===== config.mk =====
export PLATFORM = sky130hd
export DESIGN_NAME = led_band_reader
export DESIGN_NICKNAME = d
export VERILOG_FILES = /design/src/rtl/led_band_pkg.sv /design/src/rtl/led_byte_fifo.sv /design/src/rtl/led_band_reader.sv
export SDC_FILE = /design/constraint.sdc
export NUM_CORES = 1
export LEC_CHECK = 0
export ABC_AREA = 1
export CELL_PAD_IN_SITES_DETAIL_PLACEMENT = 0
export CELL_PAD_IN_SITES_GLOBAL_PLACEMENT = 2
export CORE_UTILIZATION = 32
export CTS_CLUSTER_DIAMETER = 30
export CTS_CLUSTER_SIZE = 14
export DETAILED_ROUTE_END_ITERATION = 8
export GPL_ROUTABILITY_DRIVEN = 0
export PLACE_DENSITY_LB_ADDON = 0.3
export SLEW_MARGIN = 20
export SYNTH_ARGS = -nofsm -noshare
export SYNTH_HDL_FRONTEND = slang
export SYNTH_SLANG_ARGS = --single-unit

===== constraint.sdc =====
create_clock -name clk -period 3 [get_ports clk]
set_clock_uncertainty 0.1 [all_clocks]
set_input_delay 0.9 -clock clk [delete_from_list [all_inputs] [get_ports clk]]
set_output_delay 0.9 -clock clk [all_outputs]
set_load 0.05 [all_outputs]

===== src/rtl/led_band_pkg.sv =====
// Shared widths, FIFO sizing and reader state encoding for the LED band reader.
// Latency: n/a (package only).
// Backpressure: n/a (package only).
package led_band_pkg;

    localparam int ADDR_W     = 15;
    localparam int DATA_W     = 8;
    localparam int LEN_W      = 15;
    localparam int FIFO_DEPTH = 4;
    localparam int FIFO_CNT_W = 3;   // holds 0..FIFO_DEPTH inclusive

    typedef enum logic [1:0] {
        ST_IDLE  = 2'd0,
        ST_READ  = 2'd1,
        ST_DRAIN = 2'd2
    } rd_state_t;

endpackage


===== src/rtl/led_byte_fifo.sv =====
// Purpose: 4-entry synchronous byte FIFO buffering memory read data for the output stream.
// Latency: a push is visible at head/count on the cycle after the push edge.
// Backpressure: none internally; the caller guarantees no push when full (overflow-guarded anyway).
// Ports: clk/rst (sync, active-high); push + push_data write; pop removes head;
//        count = occupancy (0..4); head = oldest entry, driven only from registers.
module led_byte_fifo
    import led_band_pkg::*;
#(
    parameter int DATA_WIDTH = DATA_W
) (
    input  logic                  clk,
    input  logic                  rst,
    input  logic                  push,
    input  logic [DATA_WIDTH-1:0] push_data,
    input  logic                  pop,
    output logic [FIFO_CNT_W-1:0] count,
    output logic [DATA_WIDTH-1:0] head
);

    logic [DATA_WIDTH-1:0] mem_q [FIFO_DEPTH];
    logic [1:0]            wr_ptr_q;
    logic [1:0]            rd_ptr_q;
    logic [FIFO_CNT_W-1:0] count_q;
    logic                  push_ok;
    logic                  pop_ok;

    assign push_ok = push && (count_q != FIFO_CNT_W'(FIFO_DEPTH));
    assign pop_ok  = pop && (count_q != '0);

    always_ff @(posedge clk) begin
        if (rst) begin
            wr_ptr_q <= '0;
            rd_ptr_q <= '0;
            count_q  <= '0;
            for (int i = 0; i < FIFO_DEPTH; i++) begin
                mem_q[i] <= '0;
            end
        end else begin
            if (push_ok) begin
                mem_q[wr_ptr_q] <= push_data;
                wr_ptr_q        <= wr_ptr_q + 2'd1;
            end
            if (pop_ok) begin
                rd_ptr_q <= rd_ptr_q + 2'd1;
            end
            count_q <= count_q + {{(FIFO_CNT_W-1){1'b0}}, push_ok}
                               - {{(FIFO_CNT_W-1){1'b0}}, pop_ok};
        end
    end

    assign count = count_q;
    // Head is a register selected by a registered pointer: no path from pop/ready.
    assign head  = mem_q[rd_ptr_q];

endmodule


===== src/rtl/led_band_reader.sv =====
// Purpose: reads a burst of len bytes from start_addr out of the LED band memory and streams them.
// Latency: start accepted at t -> mem_read at t+1 -> first out_valid at t+3; 1 byte/cycle sustained.
// Backpressure: out_ready stalls the stream; reads are credit-limited so the 4-entry FIFO never overflows.
// Ports: start/start_addr/len request a burst (sampled in IDLE only); busy/done report progress;
//        mem_read/mem_addr/mem_data form a 1-cycle-latency read port; out_data/out_valid/out_ready
//        form the output stream.
module led_band_reader
    import led_band_pkg::*;
#(
    parameter int ADDR_WIDTH = ADDR_W,
    parameter int DATA_WIDTH = DATA_W,
    parameter int LEN_WIDTH  = LEN_W
) (
    input  logic                  clk,
    input  logic                  rst,
    input  logic                  start,
    input  logic [ADDR_WIDTH-1:0] start_addr,
    input  logic [LEN_WIDTH-1:0]  len,
    output logic                  busy,
    output logic                  done,
    output logic                  mem_read,
    output logic [ADDR_WIDTH-1:0] mem_addr,
    input  logic [DATA_WIDTH-1:0] mem_data,
    output logic [DATA_WIDTH-1:0] out_data,
    output logic                  out_valid,
    input  logic                  out_ready
);

    localparam logic [LEN_WIDTH:0] CNT_ONE = (LEN_WIDTH+1)'(1);

    rd_state_t             state_q;
    rd_state_t             state_d;
    // One extra bit so the largest legal len never wraps the issue counter.
    logic [LEN_WIDTH:0]    len_q;
    logic [LEN_WIDTH:0]    issued_q;
    logic [ADDR_WIDTH-1:0] next_addr_q;   // address of the next read to issue
    logic [ADDR_WIDTH-1:0] last_addr_q;   // address of the most recent read issued
    logic                  inflight_q;    // a read was issued last cycle; its data is on mem_data now
    logic [FIFO_CNT_W-1:0] fifo_count;
    logic                  credit_ok;
    logic                  issue;
    logic                  pop;

    // Credit uses only registered occupancy; a pop this cycle is deliberately not counted.
    assign credit_ok = ({1'b0, fifo_count} + {{FIFO_CNT_W{1'b0}}, inflight_q})
                       < (FIFO_CNT_W+1)'(FIFO_DEPTH);
    assign issue     = (state_q == ST_READ) && (issued_q < len_q) && credit_ok;

    always_comb begin
        state_d = state_q;
        done    = 1'b0;
        case (state_q)
            ST_IDLE: begin
                if (start) begin
                    state_d = (len == '0) ? ST_DRAIN : ST_READ;
                end
            end
            ST_READ: begin
                if (issue && ((issued_q + CNT_ONE) == len_q)) begin
                    state_d = ST_DRAIN;
                end
            end
            ST_DRAIN: begin
                if ((fifo_count == '0) && !inflight_q) begin
                    done    = 1'b1;
                    state_d = ST_IDLE;
                end
            end
            default: state_d = ST_IDLE;
        endcase
    end

    always_ff @(posedge clk) begin
        if (rst) begin
            state_q     <= ST_IDLE;
            len_q       <= '0;
            issued_q    <= '0;
            next_addr_q <= '0;
            last_addr_q <= '0;
            inflight_q  <= 1'b0;
        end else begin
            state_q    <= state_d;
            inflight_q <= issue;
            if ((state_q == ST_IDLE) && start) begin
                len_q       <= {1'b0, len};
                issued_q    <= '0;
                next_addr_q <= start_addr;
            end
            if (issue) begin
                issued_q    <= issued_q + CNT_ONE;
                next_addr_q <= next_addr_q + ADDR_WIDTH'(1);   // wraps modulo 2^ADDR_WIDTH
                last_addr_q <= next_addr_q;
            end
        end
    end

    assign busy     = (state_q != ST_IDLE);
    assign mem_read = issue;
    // Show the live address while reading, otherwise hold the last one issued.
    assign mem_addr = issue ? next_addr_q : last_addr_q;

    assign out_valid = (fifo_count != '0);
    assign pop       = out_valid && out_ready;

    // Reset clears inflight_q, so data returning right after a reset is never pushed.
    led_byte_fifo #(
        .DATA_WIDTH (DATA_WIDTH)
    ) u_fifo (
        .clk       (clk),
        .rst       (rst),
        .push      (inflight_q),
        .push_data (mem_data),
        .pop       (pop),
        .count     (fifo_count),
        .head      (out_data)
    );

endmodule


# After elaboration in Yosys (flattened, before gate mapping)
# Memories as Yosys holds them, arrays and structs flattened. A register that Yosys moved wholly into a read port is not among the register bits.
# Index checks and enable logic that the tools add are counted.
# totals
inputBits	42
out_inout_bits	27
wordCells	65
ff_bits	71
memories	1
mem_bits_rw	32
# classes
magnitude_cmp	2
addsub	7
n_reduce_logical	17
mux	22
n_eq_ne	7
# memory_table
name	depth	word_bits	read_ports	rd_clocked_by_memory_dff	write_ports	line	source
u_fifo.mem_q	4	8	1	1	4	led_byte_fifo.sv:20	logic [DATA_WIDTH-1:0] mem_q [FIFO_DEPTH];
# op_table
op	n
15-bit 2-to-1 mux	3
16-bit 2-to-1 mux	2
16-bit by 1-bit adder with 16-bit output (second input constant)	1
16-bit by 15-bit == test with 1-bit output	1
16-bit by 15-bit less-than comparator with 1-bit output	1
15-bit by 1-bit adder with 15-bit output (second input constant)	1
15-bit logical NOT	1
2-bit 2-to-1 mux	7
1-bit logical AND	8
1-bit 2-to-1 mux	8
8-bit 2-to-1 mux	1
8-bit OR reduction	1
2-bit one-hot mux with 3 select lines	1
2-bit by 1-bit adder with 2-bit output (second input constant)	2
3-bit by 1-bit adder with 4-bit output	1
4-bit by 3-bit less-than comparator with 1-bit output (second input constant)	1
2-bit != test (second input constant)	2
2-bit nonzero test	2
3-bit by 1-bit adder with 3-bit output	1
3-bit logical NOT	1
3-bit != test (second input constant)	1
3-bit AND reduction	1
3-bit nonzero test	1
3-bit by 1-bit subtractor with 3-bit output	1
5 further kinds	5

# Depth between registers and ports, before layout
# Gate-level depths: netlist of run 1.
# logic_depth
depth_word	7
mapped_depth	16
ltp_nobuf	16

# Modules after synthesis
# From an unflattened synthesis of run 1, not the netlist that was laid out.
# hier_totals
cells_unflattened	755
hier_area_um2	5710.5
# modules_own_cells
mod	seq_area_each_um2	area_per_inst_um2	cells_each	n_inst
led_band_reader	1281.2	3880.0	567	1
led_byte_fifo	1141.1	1830.5	188	1

# Worst setup path before layout of run 1
# No wires, ideal clock.
# synth_timing
path_type	reg-to-output
startpoint	reg issued_q[0]
endpoint	out mem_addr[10]
stages_incl_launch_ff	14
t_arrival_ns	2.449
required_ns	2.000
slack_ns	-0.449
n_path_buf	2
path_cell_list	dfxtp_1 inv_1 ha_1 inv_1 a21oi_1 o21ai_0 nand2_1 nand2_1 nand2_1 nand4_1 inv_1 buf_4 buf_2 a21oi_1
# synth_between
elab_chain_len	4
# synth_lines
element	line	source
start: declaration	led_band_reader.sv:35	logic [LEN_WIDTH:0] issued_q;
start signal: assignment	led_band_reader.sv:90	issued_q <= issued_q + CNT_ONE;
16-bit by 15-bit less-than comparator with 1-bit output	led_band_reader.sv:47	assign issue = (state_q == ST_READ) && (issued_q < len_q) && credit_ok;
1-bit logical AND (2 in series)	led_band_reader.sv:47	
named net mem_read	led_band_reader.sv:21	output logic mem_read,
15-bit 2-to-1 mux	-	
end: declaration	led_band_reader.sv:22	output logic [ADDR_WIDTH-1:0] mem_addr,
# The timed path passes the listed nets, and every way through them passes these cells.

# Worst setup path after layout of run 1
# layout_timing
startpoint	reg len_q[3]
endpoint	out mem_addr[14]
# layout_between
elab_chain_len	4
# layout_lines
element	line	source
start: declaration	led_band_reader.sv:34	logic [LEN_WIDTH:0] len_q;
start signal: assignment	led_band_reader.sv:85	len_q <= {1'b0, len};
16-bit by 15-bit less-than comparator with 1-bit output	led_band_reader.sv:47	
1-bit logical AND (2 in series)	led_band_reader.sv:47	
15-bit 2-to-1 mux	-	
# Every way passes these cells.

==> key figures, run 1 <==
Status
  • Status: complete, but fails checks
  • Failing checks: setup timing

Logic synthesis
  • Cell variety after synth: 40
  • Register area share after synthesis: 43.0%
  • Cell taking the most area after synthesis: dfxtp_1
  • Area contributors post-synth: dfxtp_1, edfxtp_1, nand2_1
  • Yosys reg bits: 105
  • Top-area cell type share of the netlist area: 26.0%
  • Cell Area, Synth: between 5000 and 6000 sq um
  • Synth warn: 0
  • Mapped Avg Cell Area: 7.49 sq um
  • Cells after synthesis: 752
  • Syn Nets: 815

STA
  • Maximum clock frequency: 296 MHz
  • RSZ-0062 raised after global routing: yes
  • Slew HR: 53.9%
  • Period utilisation layout: 113%
  • Max Slew Vio Count: 0
  • Final Setup Violations: 16
  • Min Tclk post-route: 3380 ps
  • Actual slew at the worst max-slew pin: 687 ps
  • Worst setup margin: -376 ps
  • Fin. Hold Viols: 0

Cells and area
  • Layout cell share with drive strength beyond 1: 22.3%
  • Ant. Diodes: 0
  • Finished Cell Area: 7800 sq um
  • Final Net Count: 941
  • Area Overhead vs Synth: 38.5%

Placement
  • Post-DP HPWL: 11400 microns
  • Placed inst area: between 7000 and 8000 sq um
  • # port buffers: 68

Worst setup path
  • Crit path capture type: primary output
  • CP startpoint kind: register
  • CP Max Fanout: 8
  • Crit Path Class: register to primary output
  • WP data required: 2000 ps
  • Critical Path AT: 2380 ps

Route
  • DRC violations left: 0
  • Detailed Route WL: 15600 microns
  • Post-DR wirelength/cell: 14.1 microns
  • Vias: 5193
  • Final ANT Viol Nets: 0
  • DRT Pass-1 Iters: 4
  • DRT iter0 DRCs: 213
  • Vias per std cell: 4.69

Worst hold path
  • HP Class: register to register

Power and ir drop
  • Total power: 0.00648 W
  • Clock Power Share: 18.4%
  • Psw: 0.00268 W
  • Switching part of the total power: between 40% and 50%
  • Worst vdd rail ir drop: between 0.4 and 0.5 mV
  • Leak pwr: 3.15 nW
  • Reg power frac: 28.2%
  • Combinational share of power: 53.4%
  • Pwr/cell area: 831 nW/um^2
  • Cell Int Power: between 0.003 and 0.004 W

Clock tree
  • CTS max path bufs: 2
  • CTS root buf: clkbuf_16
  • CTS tree: built
  • Clk sink count: roughly 110
  • Clk Latency, worst-skew pair: 360 ps
  • Post-cts hold buffer count: 0
  • Reg clk slew, reported paths: around 80 ps
  • Inserted Clock Buffers: 9
  • H-tree depth: 3

Die
  • Initial core utilization: 32.7%
  • Die W: 135 microns
  • Core box area: 17200 sq um
  • DIE AREA: ~18000 sq um
  • Die Ht: 135 microns
  • I/O pin count: 69
  • Row count: 48

Flow run
  • Max-cap violation count: 0

Global route
  • GRT Util Overall: 18.3%
  • Remaining Overflow, GRT: 0
  • Initial antenna violation count: 0
  • First-pass GRT wire length: 25700 microns
  • Vias in the first global route: 5122
  • Largest net degree at the start of global routing: 45
## worst max-delay path, cell delays in order (launching register included)
cell and delay, ps:
dfxtp_2 320, inv_1 120, ha_4 220, a21oi_1 130, o21ai_1 80, nand2_1 60, nand2_1 60, nand2_1 60
nand4_1 160, inv_4 180, buf_12 150, or2_4 130, inv_4 40, a21oi_4 130, buf_12 150
## cells by family after synthesis
family	after synthesis	share of synthesized area (%)
adders and majority gates	21	4.80
AOI/OAI and AO/OA	148	14.7
xor gates and xnor gates	14	2.42
buffers and inverters	135	9.42
and+or+nand+nor	329	25.7
DFF	105	43.0
## registers in the layout (all words and copies together), names as in the netlist, named ones only
signal and flops:
u_fifo.mem_q 32, issued_q 16, last_addr_q 15, len_q 15, next_addr_q 15, u_fifo.count 3, state_q 2, u_fifo.rd_ptr_q 2
u_fifo.wr_ptr_q 2, inflight_q 1
## power by group through the flow
stage / clock network [W] / logic, W / registers [W]
2_1_floorplan: 0 / 0.00186 / 0.00181
3_3_place_gp: 0 / 0.00309 / 0.00184
3_5_place_dp: 0 / 0.00314 / 0.00185
4_1_cts: 0.00124 / 0.00344 / 0.00182
5_1_grt: 0.00130 / 0.00372 / 0.00186
6_report: 0.00119 / 0.00346 / 0.00183
## layout make-up
type | instances | area, sq um
repair buffers | 138 | 1410
clock buffers | 9 | 225
multi-input cells | 512 | 2950
inverters | 112 | 428
clock inverters | 7 | 71.3
flip-flops and latches | 105 | 2430
well taps | 225 | 282
fillers | 1694 | 9440
## routing by layer
layer | global-route usage (%) | share of wire, % | up-vias
met2 | 30.6 | 47 | 85
li1 | - | - | 2718
met1 | 24.1 | 48 | 2376
met5 | 0 | 0 | -
met3 | 2.78 | 3.8 | 14
met4 | 6.18 | 1.4 | 0
## cells in the final DEF, fill, tap and decap left out, types with 15 or more instances in the layout
cell	n
inv_1	90
inv_2	17
buf_12	17
nand3_1	39
nor2_1	90
a21oi_1	41
dfxtp_1	63
clkdlybuf4s50_1	42
edfxtp_1	32
a211oi_1	15
buf_4	67
nand2_1	146
o21ai_0	42
## through the flow
stage / setup TNS (ps) / worst slack [ps] / instances / hold WS [ps] / utilization [%]
final: -5310 / -376 / 1108 / 372 / 45.2
after global placement: -487 / -42.0 / 1085 / 350 / 41.8
after CTS: -6500 / -448 / 1108 / 374 / 44.9
after floorplan: -876 / -109 / 752 / 336 / -
after global routing: -7600 / -518 / 1108 / 384 / 45.2
after detailed placement: -751 / -75.4 / 1085 / 362 / 41.8
## cells in the mapped netlist, drive strengths merged
| cell | count |
|---|---|
| a211oi | 15 |
| a21oi | 59 |
| a31oi | 13 |
| a32o | 1 |
| and3 | 1 |
| buf | 9 |
| clkbuf | 14 |
| clkinv | 2 |
| dfxtp | 73 |
| edfxtp | 32 |
| fa | 1 |
| ha | 20 |
| inv | 110 |
| nand2 | 150 |
| nand3 | 42 |
| nand3b | 4 |
| nand4 | 8 |
| nor2 | 99 |
| nor3 | 6 |
| nor4 | 2 |
| o211ai | 1 |
| o21a | 1 |
| o21ai | 47 |
| o21bai | 1 |
| o22ai | 8 |
| o31ai | 2 |
| or2 | 17 |
| xnor2 | 2 |
| xnor3 | 1 |
| xor2 | 11 |
## final timing paths
path / endpoint / startpoint / slack, ps / cells after the start
setup / recovery: mem_addr[14] / len_q[3] / -380 / 14
hold / removal: next_addr_q[13] / next_addr_q[13] / 370 / 2
setup reg to reg: issued_q[7] / len_q[3] / 540 / 13
hold reg to reg: next_addr_q[13] / next_addr_q[13] / 370 / 2
## repair_timing
| action | CTS | global route |
|---|---|---|
| setup endpoints to repair | 18 | 17 |
| gates cloned | 2 | 0 |
| pin swaps | 14 | 9 |
| resized for setup | 49 | 24 |
| setup buffers | 5 | 1 |
Note: power is estimated with default switching activity, not from simulation.
==> run 2: changes to the inputs <==
--- a/config.mk
+++ b/config.mk
@@ -9,7 +9,7 @@
 export CELL_PAD_IN_SITES_DETAIL_PLACEMENT = 0
 export CELL_PAD_IN_SITES_GLOBAL_PLACEMENT = 2
 export CORE_UTILIZATION = 32
-export CTS_CLUSTER_DIAMETER = 30
+export CTS_CLUSTER_DIAMETER = 50
 export CTS_CLUSTER_SIZE = 14
 export DETAILED_ROUTE_END_ITERATION = 8
 export GPL_ROUTABILITY_DRIVEN = 0
==> results of run 2 <==
No change in the layout: final DEF, timing and power equal those of run 1.
